==> src/rtl/led_row_serializer_if.sv <==
// rtl/led_row_serializer_if.sv - row-pair load handshake and serial panel signals of the LED row serializer
interface led_row_serializer_if #(
  parameter int NUM_COLS = 64
);
  logic                     enable_in;
  logic [2:0][NUM_COLS-1:0] col_top_in;
  logic [2:0][NUM_COLS-1:0] col_bot_in;
  logic                     ready_out;
  logic                     busy_out;
  logic [2:0]               rgb_top_out;
  logic [2:0]               rgb_bot_out;
  logic                     bit_clk_out;

  modport master (
    output enable_in, col_top_in, col_bot_in,
    input  ready_out, busy_out, rgb_top_out, rgb_bot_out, bit_clk_out
  );

  modport slave (
    input  enable_in, col_top_in, col_bot_in,
    output ready_out, busy_out, rgb_top_out, rgb_bot_out, bit_clk_out
  );
endinterface

==> src/rtl/led_row_serializer.sv <==
// rtl/led_row_serializer.sv - shifts one captured row-pair into a HUB75-style panel with a generated bit clock
module led_row_serializer #(
  parameter int NUM_COLS     = 64,
  parameter int WRITE_FREQ   = 1_000_000,
  parameter int SYS_CLK_FREQ = 100_000_000
) (
  input  logic                 clk_in,
  input  logic                 n_reset_in,
  led_row_serializer_if.slave  bus
);
  localparam int HALF_PER = SYS_CLK_FREQ / (2 * WRITE_FREQ);
  localparam int CW       = $clog2(NUM_COLS);
  localparam int PW       = $clog2(HALF_PER + 1);
  localparam logic [PW-1:0] PHASE_LAST = PW'(HALF_PER - 1);
  localparam logic [CW-1:0] COL_LAST   = CW'(NUM_COLS - 1);

  if (HALF_PER < 1) begin : g_bad_half_per
    $error("led_row_serializer: SYS_CLK_FREQ must be at least 2*WRITE_FREQ");
  end

  typedef enum logic [1:0] {ST_IDLE, ST_LO, ST_HI} state_t;

  state_t                   state, state_n;
  logic [CW-1:0]            col_idx, col_n, col_next;
  logic [PW-1:0]            phase, phase_n;
  logic [2:0][NUM_COLS-1:0] shadow_top, shadow_bot, top_n, bot_n;
  logic                     busy, busy_n;
  logic                     ready, ready_n;
  logic                     bit_clk, bit_clk_n;
  logic                     started, started_n;
  logic [2:0]               rgb_top, rgb_top_n, rgb_bot, rgb_bot_n;

  assign col_next = col_idx + CW'(1);

  always_ff @(posedge clk_in or negedge n_reset_in) begin
    if (!n_reset_in) begin
      state      <= ST_IDLE;
      col_idx    <= '0;
      phase      <= '0;
      shadow_top <= '0;
      shadow_bot <= '0;
      busy       <= 1'b0;
      ready      <= 1'b0;
      bit_clk    <= 1'b0;
      started    <= 1'b0;
      rgb_top    <= '0;
      rgb_bot    <= '0;
    end else begin
      state      <= state_n;
      col_idx    <= col_n;
      phase      <= phase_n;
      shadow_top <= top_n;
      shadow_bot <= bot_n;
      busy       <= busy_n;
      ready      <= ready_n;
      bit_clk    <= bit_clk_n;
      started    <= started_n;
      rgb_top    <= rgb_top_n;
      rgb_bot    <= rgb_bot_n;
    end
  end

  always_comb begin
    state_n   = state;
    col_n     = col_idx;
    phase_n   = phase;
    top_n     = shadow_top;
    bot_n     = shadow_bot;
    busy_n    = busy;
    ready_n   = 1'b0;
    bit_clk_n = bit_clk;
    started_n = 1'b1;
    rgb_top_n = rgb_top;
    rgb_bot_n = rgb_bot;

    // The first edge after reset release announces the idle serializer once.
    if (!started) begin
      ready_n = 1'b1;
    end

    case (state)
      ST_IDLE: begin
        if (bus.enable_in) begin
          top_n   = bus.col_top_in;
          bot_n   = bus.col_bot_in;
          col_n   = '0;
          phase_n = '0;
          state_n = ST_LO;
          busy_n  = 1'b1;
          for (int i = 0; i < 3; i++) begin
            rgb_top_n[i] = bus.col_top_in[i][0];
            rgb_bot_n[i] = bus.col_bot_in[i][0];
          end
        end
      end
      ST_LO: begin
        if (phase == PHASE_LAST) begin
          state_n   = ST_HI;
          bit_clk_n = 1'b1;
          phase_n   = '0;
        end else begin
          phase_n = phase + PW'(1);
        end
      end
      ST_HI: begin
        if (phase == PHASE_LAST) begin
          phase_n   = '0;
          bit_clk_n = 1'b0;
          if (col_idx == COL_LAST) begin
            state_n   = ST_IDLE;
            rgb_top_n = '0;
            rgb_bot_n = '0;
            busy_n    = 1'b0;
            ready_n   = 1'b1;
          end else begin
            // Data advances on the falling bit-clock edge so it is stable well before the next rise.
            col_n   = col_next;
            state_n = ST_LO;
            for (int i = 0; i < 3; i++) begin
              rgb_top_n[i] = shadow_top[i][col_next];
              rgb_bot_n[i] = shadow_bot[i][col_next];
            end
          end
        end else begin
          phase_n = phase + PW'(1);
        end
      end
      default: begin
        state_n = ST_IDLE;
      end
    endcase
  end

  assign bus.ready_out   = ready;
  assign bus.busy_out    = busy;
  assign bus.bit_clk_out = bit_clk;
  assign bus.rgb_top_out = rgb_top;
  assign bus.rgb_bot_out = rgb_bot;
endmodule

==> src/flat_wrapper.sv <==
// flat-port wrapper written by rule: the top's interface ports become plain ports
module led_row_serializer_flat 
#(
  parameter int NUM_COLS     = 64,
  parameter int WRITE_FREQ   = 1_000_000,
  parameter int SYS_CLK_FREQ = 100_000_000
)
  (clk_in, n_reset_in, bus_enable_in, bus_col_top_in, bus_col_bot_in, bus_ready_out, bus_busy_out, bus_rgb_top_out, bus_rgb_bot_out, bus_bit_clk_out);
  led_row_serializer_if #(.NUM_COLS(NUM_COLS)) bus_i ();
  input  logic clk_in;
  input  logic n_reset_in;
  input wire logic [$bits(bus_i.enable_in)-1:0] bus_enable_in;
  input wire logic [$bits(bus_i.col_top_in)-1:0] bus_col_top_in;
  input wire logic [$bits(bus_i.col_bot_in)-1:0] bus_col_bot_in;
  output wire logic [$bits(bus_i.ready_out)-1:0] bus_ready_out;
  output wire logic [$bits(bus_i.busy_out)-1:0] bus_busy_out;
  output wire logic [$bits(bus_i.rgb_top_out)-1:0] bus_rgb_top_out;
  output wire logic [$bits(bus_i.rgb_bot_out)-1:0] bus_rgb_bot_out;
  output wire logic [$bits(bus_i.bit_clk_out)-1:0] bus_bit_clk_out;
  assign bus_i.enable_in = bus_enable_in;
  assign bus_i.col_top_in = bus_col_top_in;
  assign bus_i.col_bot_in = bus_col_bot_in;
  assign bus_ready_out = bus_i.ready_out;
  assign bus_busy_out = bus_i.busy_out;
  assign bus_rgb_top_out = bus_i.rgb_top_out;
  assign bus_rgb_bot_out = bus_i.rgb_bot_out;
  assign bus_bit_clk_out = bus_i.bit_clk_out;
  led_row_serializer #(.NUM_COLS(NUM_COLS), .WRITE_FREQ(WRITE_FREQ), .SYS_CLK_FREQ(SYS_CLK_FREQ)) u_core (.clk_in(clk_in), .n_reset_in(n_reset_in), .bus(bus_i));
endmodule
==> config.mk <==
export PLATFORM = sky130hd
export DESIGN_NAME = led_row_serializer_flat
export DESIGN_NICKNAME = d
export VERILOG_FILES = /design/src/rtl/led_row_serializer_if.sv /design/src/rtl/led_row_serializer.sv /design/src/flat_wrapper.sv
export SDC_FILE = /design/constraint.sdc
export NUM_CORES = 1
export LEC_CHECK = 0
export CAP_MARGIN = 10
export CORE_MARGIN = 2
export CORE_UTILIZATION = 51
export CTS_CLUSTER_SIZE = 25
export DETAILED_ROUTE_END_ITERATION = 6
export PLACE_DENSITY = 0.82
export SLEW_MARGIN = 10
export SYNTH_ARGS = -nofsm -noshare
export SYNTH_HDL_FRONTEND = slang
export SYNTH_SLANG_ARGS = --single-unit
==> constraint.sdc <==
create_clock -name clk_in -period 3.07 [get_ports clk_in]
set_input_delay 0.614 -clock clk_in [delete_from_list [all_inputs] [get_ports clk_in]]
set_output_delay 0.614 -clock clk_in [all_outputs]
set_load 0.03 [all_outputs]
# Word level (Yosys, flattened, before mapping)
# Index checks and enable logic that the tools add are counted.
[totals]
latch_bits = 0
elab_cells = 81
mem_bits_rw = 0
romBits = 0
inputBits = 387
out_inout_bits = 9
n_memories = 0
register_bits = 408
[op_classes]
n_mul = 0
div = 0
eq_ne = 9
shifts = 0
n_lt_le_gt_ge = 1
n_reduce_logical = 12
muxes = 42
n_bitwise = 0
n_addsub = 2
[op_table]
columns = ["op", "count"]
rows = [
  ["binary-select mux 1 bit (select 6 bit)", 6],
  ["two-way mux 6 bit", 4],
  ["one-hot mux 6 bit (2 select lines)", 2],
  ["two-way mux 3 bit", 6],
  ["two-way mux 1 bit", 16],
  ["adder 6 x 1 -> 6 bit (second input constant)", 2],
  ["== test 6 bit (second input constant)", 2],
  ["one-hot mux 3 bit (2 select lines)", 2],
  ["AND reduction 3 bit", 3],
  ["AND reduction 4 bit", 2],
  ["< comparator 6 x 7 -> 1 bit (second input constant)", 1],
  ["two-way mux 2 bit", 3],
  ["inequality test 2 x 1 -> 1 bit (second input constant)", 3],
  ["one-hot mux 2 bit (3 select lines)", 1],
  ["nonzero test 2 bit", 3],
  ["inequality test 2 bit (second input constant)", 2],
  ["one-hot mux 1 bit (2 select lines)", 2],
  ["AND reduction 2 bit", 2],
  ["== test 2 x 1 -> 1 bit (second input constant)", 1],
  ["== test 2 bit (second input constant)", 1],
  ["zero test 2 bit", 1],
  ["OR reduction 2 bit", 1],
]

# Logic depth before layout (Yosys ltp)
# Gate-level depths: netlist of the first run.
[depth]
ltp_word = 6
ltp_mapped = 10

# Least setup slack after synthesis of the first run
# No wires, ideal clock.
[synth_timing]
kind = "reg2reg"
start = "reg u_core.col_idx[1]"
end = "reg u_core.rgb_bot[1], in the netlist u_core.bus.rgb_bot_out[1]"
synth_period_minus_slack_ns = 2.783
stages_incl_launch_ff = 9
path_slack_ns = 0.287
setup_time_ns = 0.137
required_ns = 2.933
n_path_buf = 2
t_arrival_ns = 2.646
cell_sequence = "dfrtp_1 > ha_1 > clkbuf_1 > clkbuf_1 > mux4_2 > mux4_2 > mux2_2 > a222oi_1 > o31ai_1"
[synth_via]
elab_chain_len = 6
[synth_rtl]
columns = ["element", "line_no", "text"]
rows = [
  ["from (decl)", "led_row_serializer.sv:24", "logic [CW-1:0] col_idx, col_n, col_next;"],
  ["from (signal assigned)", "led_row_serializer.sv:50", "col_idx <= col_n;"],
  ["adder 6 x 1 -> 6 bit", "led_row_serializer.sv:33", "assign col_next = col_idx + CW'(1);"],
  ["binary-select mux 1 bit (select 6 bit)", "led_row_serializer.sv:121", "rgb_bot_n[i] = shadow_bot[i][col_next];"],
  ["two-way mux 1 bit (implied by the code)", "led_row_serializer.sv:121", ""],
  ["two-way mux 3 bit (*)", "led_row_serializer.sv:109", "if (col_idx == COL_LAST) begin"],
  ["two-way mux 3 bit (*)", "led_row_serializer.sv:106", "if (phase == PHASE_LAST) begin"],
  ["one-hot mux 3 bit (2 select lines) (*)", "led_row_serializer.sv:81", "case (state)"],
  ["to (signal assigned)", "led_row_serializer.sv:59", "rgb_bot <= rgb_bot_n;"],
  ["to (decl)", "led_row_serializer.sv:31", "logic [2:0] rgb_top, rgb_top_n, rgb_bot, rgb_bot_n;"],
]
# Mark *: on every way between the ends. The rest lies on a longest branch, timed or not. The select of a mux whose other input is x is not followed.
# A chain may end at the register's enable or synchronous reset.

# Worst setup path in the final report of the first run
[layout_timing]
start = "reg u_core.col_idx[0]"
end = "reg u_core.rgb_top[2], in the netlist u_core.bus.rgb_top_out[2]"
[layout_via]
elab_chain_len = 6
[layout_rtl]
columns = ["element", "line_no", "text"]
rows = [
  ["adder 6 x 1 -> 6 bit", "led_row_serializer.sv:33", ""],
  ["binary-select mux 1 bit (select 6 bit)", "led_row_serializer.sv:120", "rgb_top_n[i] = shadow_top[i][col_next];"],
  ["two-way mux 1 bit (implied by the code)", "led_row_serializer.sv:120", ""],
  ["two-way mux 3 bit (*)", "led_row_serializer.sv:109", ""],
  ["two-way mux 3 bit (*)", "led_row_serializer.sv:106", ""],
  ["one-hot mux 3 bit (2 select lines) (*)", "led_row_serializer.sv:81", ""],
  ["to (signal assigned)", "led_row_serializer.sv:58", "rgb_top <= rgb_top_n;"],
  ["to (decl)", "led_row_serializer.sv:31", ""],
]
# Marks and branches as above.

==> results.yml, run 1 <==
outcome:
  status: "finished, final reports clean"
critical_path:
  crit_fanout: 10
  critical_path.endpoint: "u_core.bus.rgb_top_out[2]$_DFFE_PN0P_"
  path_class: "reg2reg"
  worstSetupStartpointType: "register"
  worst_path_most_repeated_cell: "mux4_2"
  end_kind: "register"
  r2r_cells: 7
  crit_required_ps: 3460
  worstPathArrival_ps: 3230
  cp_cell_sequence: "ha_4, buf_4, mux4_2, mux4_2, mux2_2, a222oi_1, o31ai_1"
  r2r-end: "u_core.bus.rgb_top_out[2]$_DFFE_PN0P_"
  slowest_delay_ps: 510
  r2r_slack_ps: 230
  slowest_stage: "dfrtp_4"
  crit_start: "u_core.col_idx[0]$_DFFE_PN0P_"
  regToRegStartpoint: "u_core.col_idx[0]$_DFFE_PN0P_"
cts:
  cts_made_buffers: 44
  cts_setup_buffers: 0
  cts_tree: "done"
  clk_latency_ps: 520
  htreeDepth: 2
  cts_resized: 0
  clock_sinks: 408
  cts_root_buf: "clkbuf_16"
  clk_pin_slew_worst_paths_ps: 60
  clockBufferDepth: 3
  postCtsHoldBufs: 0
sta:
  rsz0062_at_grt: "no"
  clock_skew_ps: 12.3
  tns_ps: 0
  min_period_ps: 2840
  setup_viol: 0
  fmaxAchievable_mhz: 352
  period_share_pct: 92.7
  slew_headroom_pct: 58.6
  hold_violations: 0
  drv_slew: 0
  worstMarginPinSlew_ps: 622
drt:
  drtIter0Drc: 600
  drc: 0
  wl_um: 46900
  routed_via_density: 5.65
  ant_nets: 0
  drt_pass1_iterations: 4
  vias: 11400
  wire_per_inst_um: 23.3
yosys:
  synth_top_family_by_area: "multiplexers"
  synth_area_um2: 18400
  synthAdderAreaFrac_pct: 0.477
  synth_simple_gate_area_share_pct: 1.04
  avgSynthCellArea_um2: 16.6
  async_flop_share_pct: 100
  synthCells: 1109
  synth_warnings: 0
  synthMuxAreaShare_pct: 39.4
  synth_xor_xnor_area_share_pct: 0.334
  ys_types: 37
  synth-compound-area-share_pct: 1.31
  synthFlopType: "dfrtp_1"
  ys_seq_area_share_pct: 55.6
  synth_edf_count: 0
  synth_fp_nets: 1503
  synth-seq-cells: 408
die:
  die_area_um2: 37500
  chipWidth_um: 194
  die_y_um: 194
  fp-row-count: 69
  io_pins: 396
  coreArea_um2: 35500
  start_util_pct: 51.7
global_routing:
  grt_use_total_pct: 25.3
  grt_overflow_total: 0
  grt_max_degree: 112
  first_global_vias: 12600
  antenna_found_initial: 12
  grt_first_pass_wirelength_um: 72900
cells_and_area:
  mostFrequentLayoutCell: "dfrtp_1"
  final_cell_mix: "407 x dfrtp_1, 394 x clkdlybuf4s50_1, 388 x mux2_2"
  fill_cells: 2417
  drive_gt1_share_pct: 39.2
  multi_input_area_um2: 7880
  area_delta_synth_final_pct: 33.6
  seq_area_um2: 10200
  stdcell_area_um2: 24500
  layout.cells.non_filler: 2013
  fin_nets: 1904
placed_design:
  place_hpwl_um: 34200
  place_inst: 1925
  io_buffers: 395
  gp_congestion: 0.828
  place_area_um2: 23100
worst_hold_path:
  hold_path.class: "in2async"
power_and_ir_drop:
  p_sw_share_pct: 27.0
  p_leak_uw: 0.00982
  pwr-share-comb_pct: 29.2
  p_seq_share_pct: 45.9
  p_clk_share_pct: 24.8
  cellInternalPower_uw: 15200
  switching_power_uw: 5600
  ir_worst_vdd_mv: 0.599
  powerDensity_nw_per_um2: 847
flow_run:
  cap_violations: 0
==> Yosys cell counts (2+ instances only) <==
cell type    n  share of area, %
a21o_1       2             0.082
mux2_2     388                24
and3_1       2             0.068
o21ai_0      9              0.25
mux2i_1     34               1.9
nand3_1      4              0.11
a222oi_1     3              0.16
a221o_1      2              0.11
ha_1         7              0.48
buf_6        2              0.12
nand2_1     10              0.20
dfrtp_1    408                56
a21oi_1      7              0.19
nor3b_1      2             0.082
nand4_1      4              0.14
buf_4        4              0.16
nand2b_1     2             0.068
a211oi_1     2             0.082
o31ai_1      5              0.20
xor2_1       5              0.24
nor2_1      11              0.22
buf_2       10              0.27
mux4_2     112                14
inv_1        4             0.082
clkbuf_1    56               1.1
xnor2_1      2             0.095
a22o_1       2             0.095
==> stage by stage <==
stage,hold WS [ps],worst slack (ps),util (%),total power [µW]
finish,48.6,226,69.1,20800
detailed placement,424,258,65.1,15700
floorplan,318,287,-,13500
CTS,64.7,191,69.1,20900
global placement,418,303,65.1,15300
global route,79.9,72.6,69.1,21900
==> worst max-delay path, delay by kind of cell (launching register included) <==
| family | cells | cell delay, ps |
|---|---|---|
| AOI/OAI and AO/OA | 2 | 510 |
| adders and majority gates | 1 | 380 |
| buffers and inverters | 1 | 230 |
| DFF | 1 | 510 |
| muxes | 3 | 1090 |
==> sequential cells by signal (all words and copies together), names as in the netlist <==
signal	count
u_core.bus.rgb_top_out	3
u_core.phase	6
u_core.bus.ready_out	1
u_core.started	1
u_core.bus.bit_clk_out	1
u_core.bus.rgb_bot_out	3
u_core.shadow_top	192
u_core.state	2
u_core.col_idx	6
u_core.shadow_bot	192
u_core.bus.busy_out	1
==> area by class of cell <==
cell class / instances / area share (%)
Timing Repair Buffer: 428 / 18.0
Tap cell: 461 / 2.35
Clock inverter: 11 / 0.556
Inverter: 5 / 0.0765
Sequential cell: 408 / 41.6
Clock buffer: 65 / 5.18
Multi-Input combinational cell: 623 / 32.1
Antenna cell: 12 / 0.122
==> power by group through the flow <==
stage	registers (µW)	clock network (µW)	logic, µW
finish	9540	5160	6070
global route	9820	5480	6550
CTS	9510	5260	6140
detailed placement	9570	0	6090
global placement	9450	0	5850
floorplan	8970	0	4540
==> layer usage <==
| layer | GRT usage [%] | vias to the layer above | share of wire (%) |
|---|---|---|---|
| li1 | - | 5002 | - |
| met1 | 33.5 | 5904 | 41 |
| met2 | 41.6 | 379 | 50 |
| met3 | 4.17 | 92 | 5.0 |
| met4 | 10.9 | 0 | 3.6 |
| met5 | 0 | - | 0 |
==> worst min path at each step <==
stage	start	to	slack [ps]	cells after the start
2_1_floorplan	n_reset_in	u_core.bus.bit_clk_out$_DFFE_PN0P_	320	0
3_3_place_gp	u_core.started$_DFF_PN0_	u_core.bus.ready_out$_DFF_PN0_	420	1
3_5_place_dp	u_core.started$_DFF_PN0_	u_core.bus.ready_out$_DFF_PN0_	420	1
4_1_cts	n_reset_in	u_core.shadow_bot[84]$_DFFE_PN0P_	60	1
5_1_grt	n_reset_in	u_core.shadow_bot[84]$_DFFE_PN0P_	80	1
6_report	n_reset_in	u_core.shadow_bot[86]$_DFFE_PN0P_	50	1
==> cells by family after synthesis <==
logic type / after synthesis
AO/OA/AOI/OAI: 35
AND/OR/NAND/NOR: 39
XOR/XNOR: 7
buffers and inverters: 78
adder cells (fa/ha/maj): 7
multiplexers: 534
flip-flops: 408
other: 1
Note: power is estimated with default switching activity, not from simulation.
==> run 2, diff against run 1 <==
ABC_CLOCK_PERIOD_IN_PS = 3070   (was default)
CORE_UTILIZATION = 25   (was 51)
PLACE_DENSITY = 0.47   (was 0.82)
==> run 2 against run 1 <==
Largest power group unchanged. Global-route usage is 10 points lower. Clock power is 15% higher. Highest routed layer is now met5. Power is 4.1% higher. Die area is 100% higher. Register-to-register slack better by 30 ps. Count of clock-buffer cells in the layout is 12 higher. Hold slack better by 400 ps. Flip-flop and latch count stayed put.
==> results.yml, run 2 (synthesis results as in run 1) <==
outcome:
  status: "finished, final reports clean"
sta:
  period_share_pct: 91.6
  min_period_ps: 2810
  slew_headroom_pct: 57.3
  drv_slew: 0
  rsz0062_at_grt: "no"
  timing.final.ws_setup_ps: 258
  hold_violations: 0
  fmaxAchievable_mhz: 356
  setup_viol: 0
  worstMarginPinSlew_ps: 641
  tns_ps: 0
  clock_skew_ps: 7.29
drt:
  drt_pass1_iterations: 4
  ant_nets: 0
  top_layer_used: "met5"
  met2_length_um: 28200
  drtIter0Drc: 495
  wire_per_inst_um: 22.4
  routed_via_density: 4.46
  drc: 0
  vias: 11300
  wl_um: 56700
  met1Wirelength_um: 24000
  wl_met3_um: 3100
global_routing:
  grt_max_degree: 94
  grt_use_total_pct: 15.0
  antenna_found_initial: 18
  grt_overflow_total: 0
  first_global_vias: 12700
  grt_first_pass_wirelength_um: 83400
critical_path:
  crit_start: "u_core.col_idx[0]$_DFFE_PN0P_"
  path_class: "reg2reg"
  worstPathArrival_ps: 3250
  worst_path_most_repeated_cell: "mux4_2"
  crit_required_ps: 3510
  path_delay_family: "multiplexers"
  end_kind: "register"
  slowest_delay_ps: 530
  timing.critical_path.buf_inv: 1
  worstSetupStartpointType: "register"
  regToRegStartpoint: "u_core.col_idx[0]$_DFFE_PN0P_"
  slowest_stage: "dfrtp_4"
  cp_cell_sequence: "ha_4, buf_12, mux4_2, mux4_2, mux2_2, a222oi_1, o31ai_1"
  crit_fanout: 28
cts:
  cts_root_buf: "clkbuf_16"
  cts_tree: "done"
  clk_pin_slew_worst_paths_ps: 60
  htreeDepth: 2
  clockBufferDepth: 3
  cts_made_buffers: 51
  cts_setup_buffers: 0
  clk_latency_ps: 570
  clock_sinks: 408
placed_design:
  gp_congestion: 0.760
  io_buffers: 395
  pre_cts_slack_ps: 225
  place_hpwl_um: 42200
power_and_ir_drop:
  p_leak_uw: 0.00998
  total_power_uw: 21600
  ir_worst_vdd_mv: 0.374
  powerDensity_nw_per_um2: 849
cells_and_area:
  fin_nets: 1915
  reg_top3: "u_core.shadow_bot (192), u_core.shadow_top (192)"
  final_cell_mix: "407 x dfrtp_1, 394 x clkdlybuf4s50_1, 388 x mux2_2"
  seq_area_um2: 10200
  area_delta_synth_final_pct: 38.7
  fill_cells: 7047
  multi_input_area_um2: 7880
  mostFrequentLayoutCell: "dfrtp_1"
  drive_gt1_share_pct: 39.7
die:
  start_util_pct: 25.2
  io_pins: 396
  chipWidth_um: 275
  die_y_um: 275
  fp-row-count: 99
  die_area_um2: 75600
  coreArea_um2: 72800
flow_run:
  cap_violations: 0
worst_hold_path:
  hold_path.class: "reg2reg"
  worstHoldStart: "u_core.started$_DFF_PN0_"
## run 2: power breakdown
part / switching [µW] / total (µW) / internal (µW)
Clock: 2350 / 5950 / 3610
Combinational: 2130 / 6210 / 4070
Sequential: 1430 / 9460 / 8040
Total: 5900 / 21600 / 15700
## run 2: what timing repair did
item	4_1_cts	5_1_grt
endpoints found under the hold margin	30	0
endpoints found under the setup margin	0	0
hold buffers	1	0
gates resized for setup	0	0
## run 2: path summary, 6_finish.rpt
path	to	depth (start not counted)	slack, ps
setup reg to reg	u_core.bus.rgb_bot_out[1]$_DFFE_PN0P_	7	260
max in group asynchronous	u_core.shadow_bot[166]$_DFFE_PN0P_	3	1680
hold / removal	u_core.bus.ready_out$_DFF_PN0_	1	440
hold reg to reg	u_core.bus.ready_out$_DFF_PN0_	1	440
setup / recovery	u_core.bus.rgb_bot_out[1]$_DFFE_PN0P_	7	260
min in group asynchronous	u_core.shadow_bot[83]$_DFFE_PN0P_	2	510
## run 2: cell type report
| type | instances | share of cell area, % |
|---|---|---|
| Clock inverter | 16 | 0.732 |
| Inverter | 5 | 0.0737 |
| Clock buffer | 77 | 5.75 |
| Timing Repair Buffer | 432 | 17.6 |
| Sequential cell | 408 | 40.1 |
| Multi-Input combinational cell | 623 | 30.9 |
| Antenna cell | 9 | 0.0884 |
| Tap cell | 959 | 4.71 |
## run 2: metal layers
layer | vias up | track usage [%]
met1 | 5874 | 19.0
met2 | 257 | 25.0
li1 | 5036 | -
met3 | 91 | 3.53
met4 | 18 | 5.18
met5 | - | 0
## run 2: through the flow
step	std cells	utilization, %	hold WS (ps)	area, µm²
floorplan	1109	-	318	18400
global placement	2426	32.7	444	23800
detailed placement	2426	32.7	449	23800
CTS	2520	34.9	456	25500
global route	2527	35.0	494	25500
finish	2529	35.0	444	25500
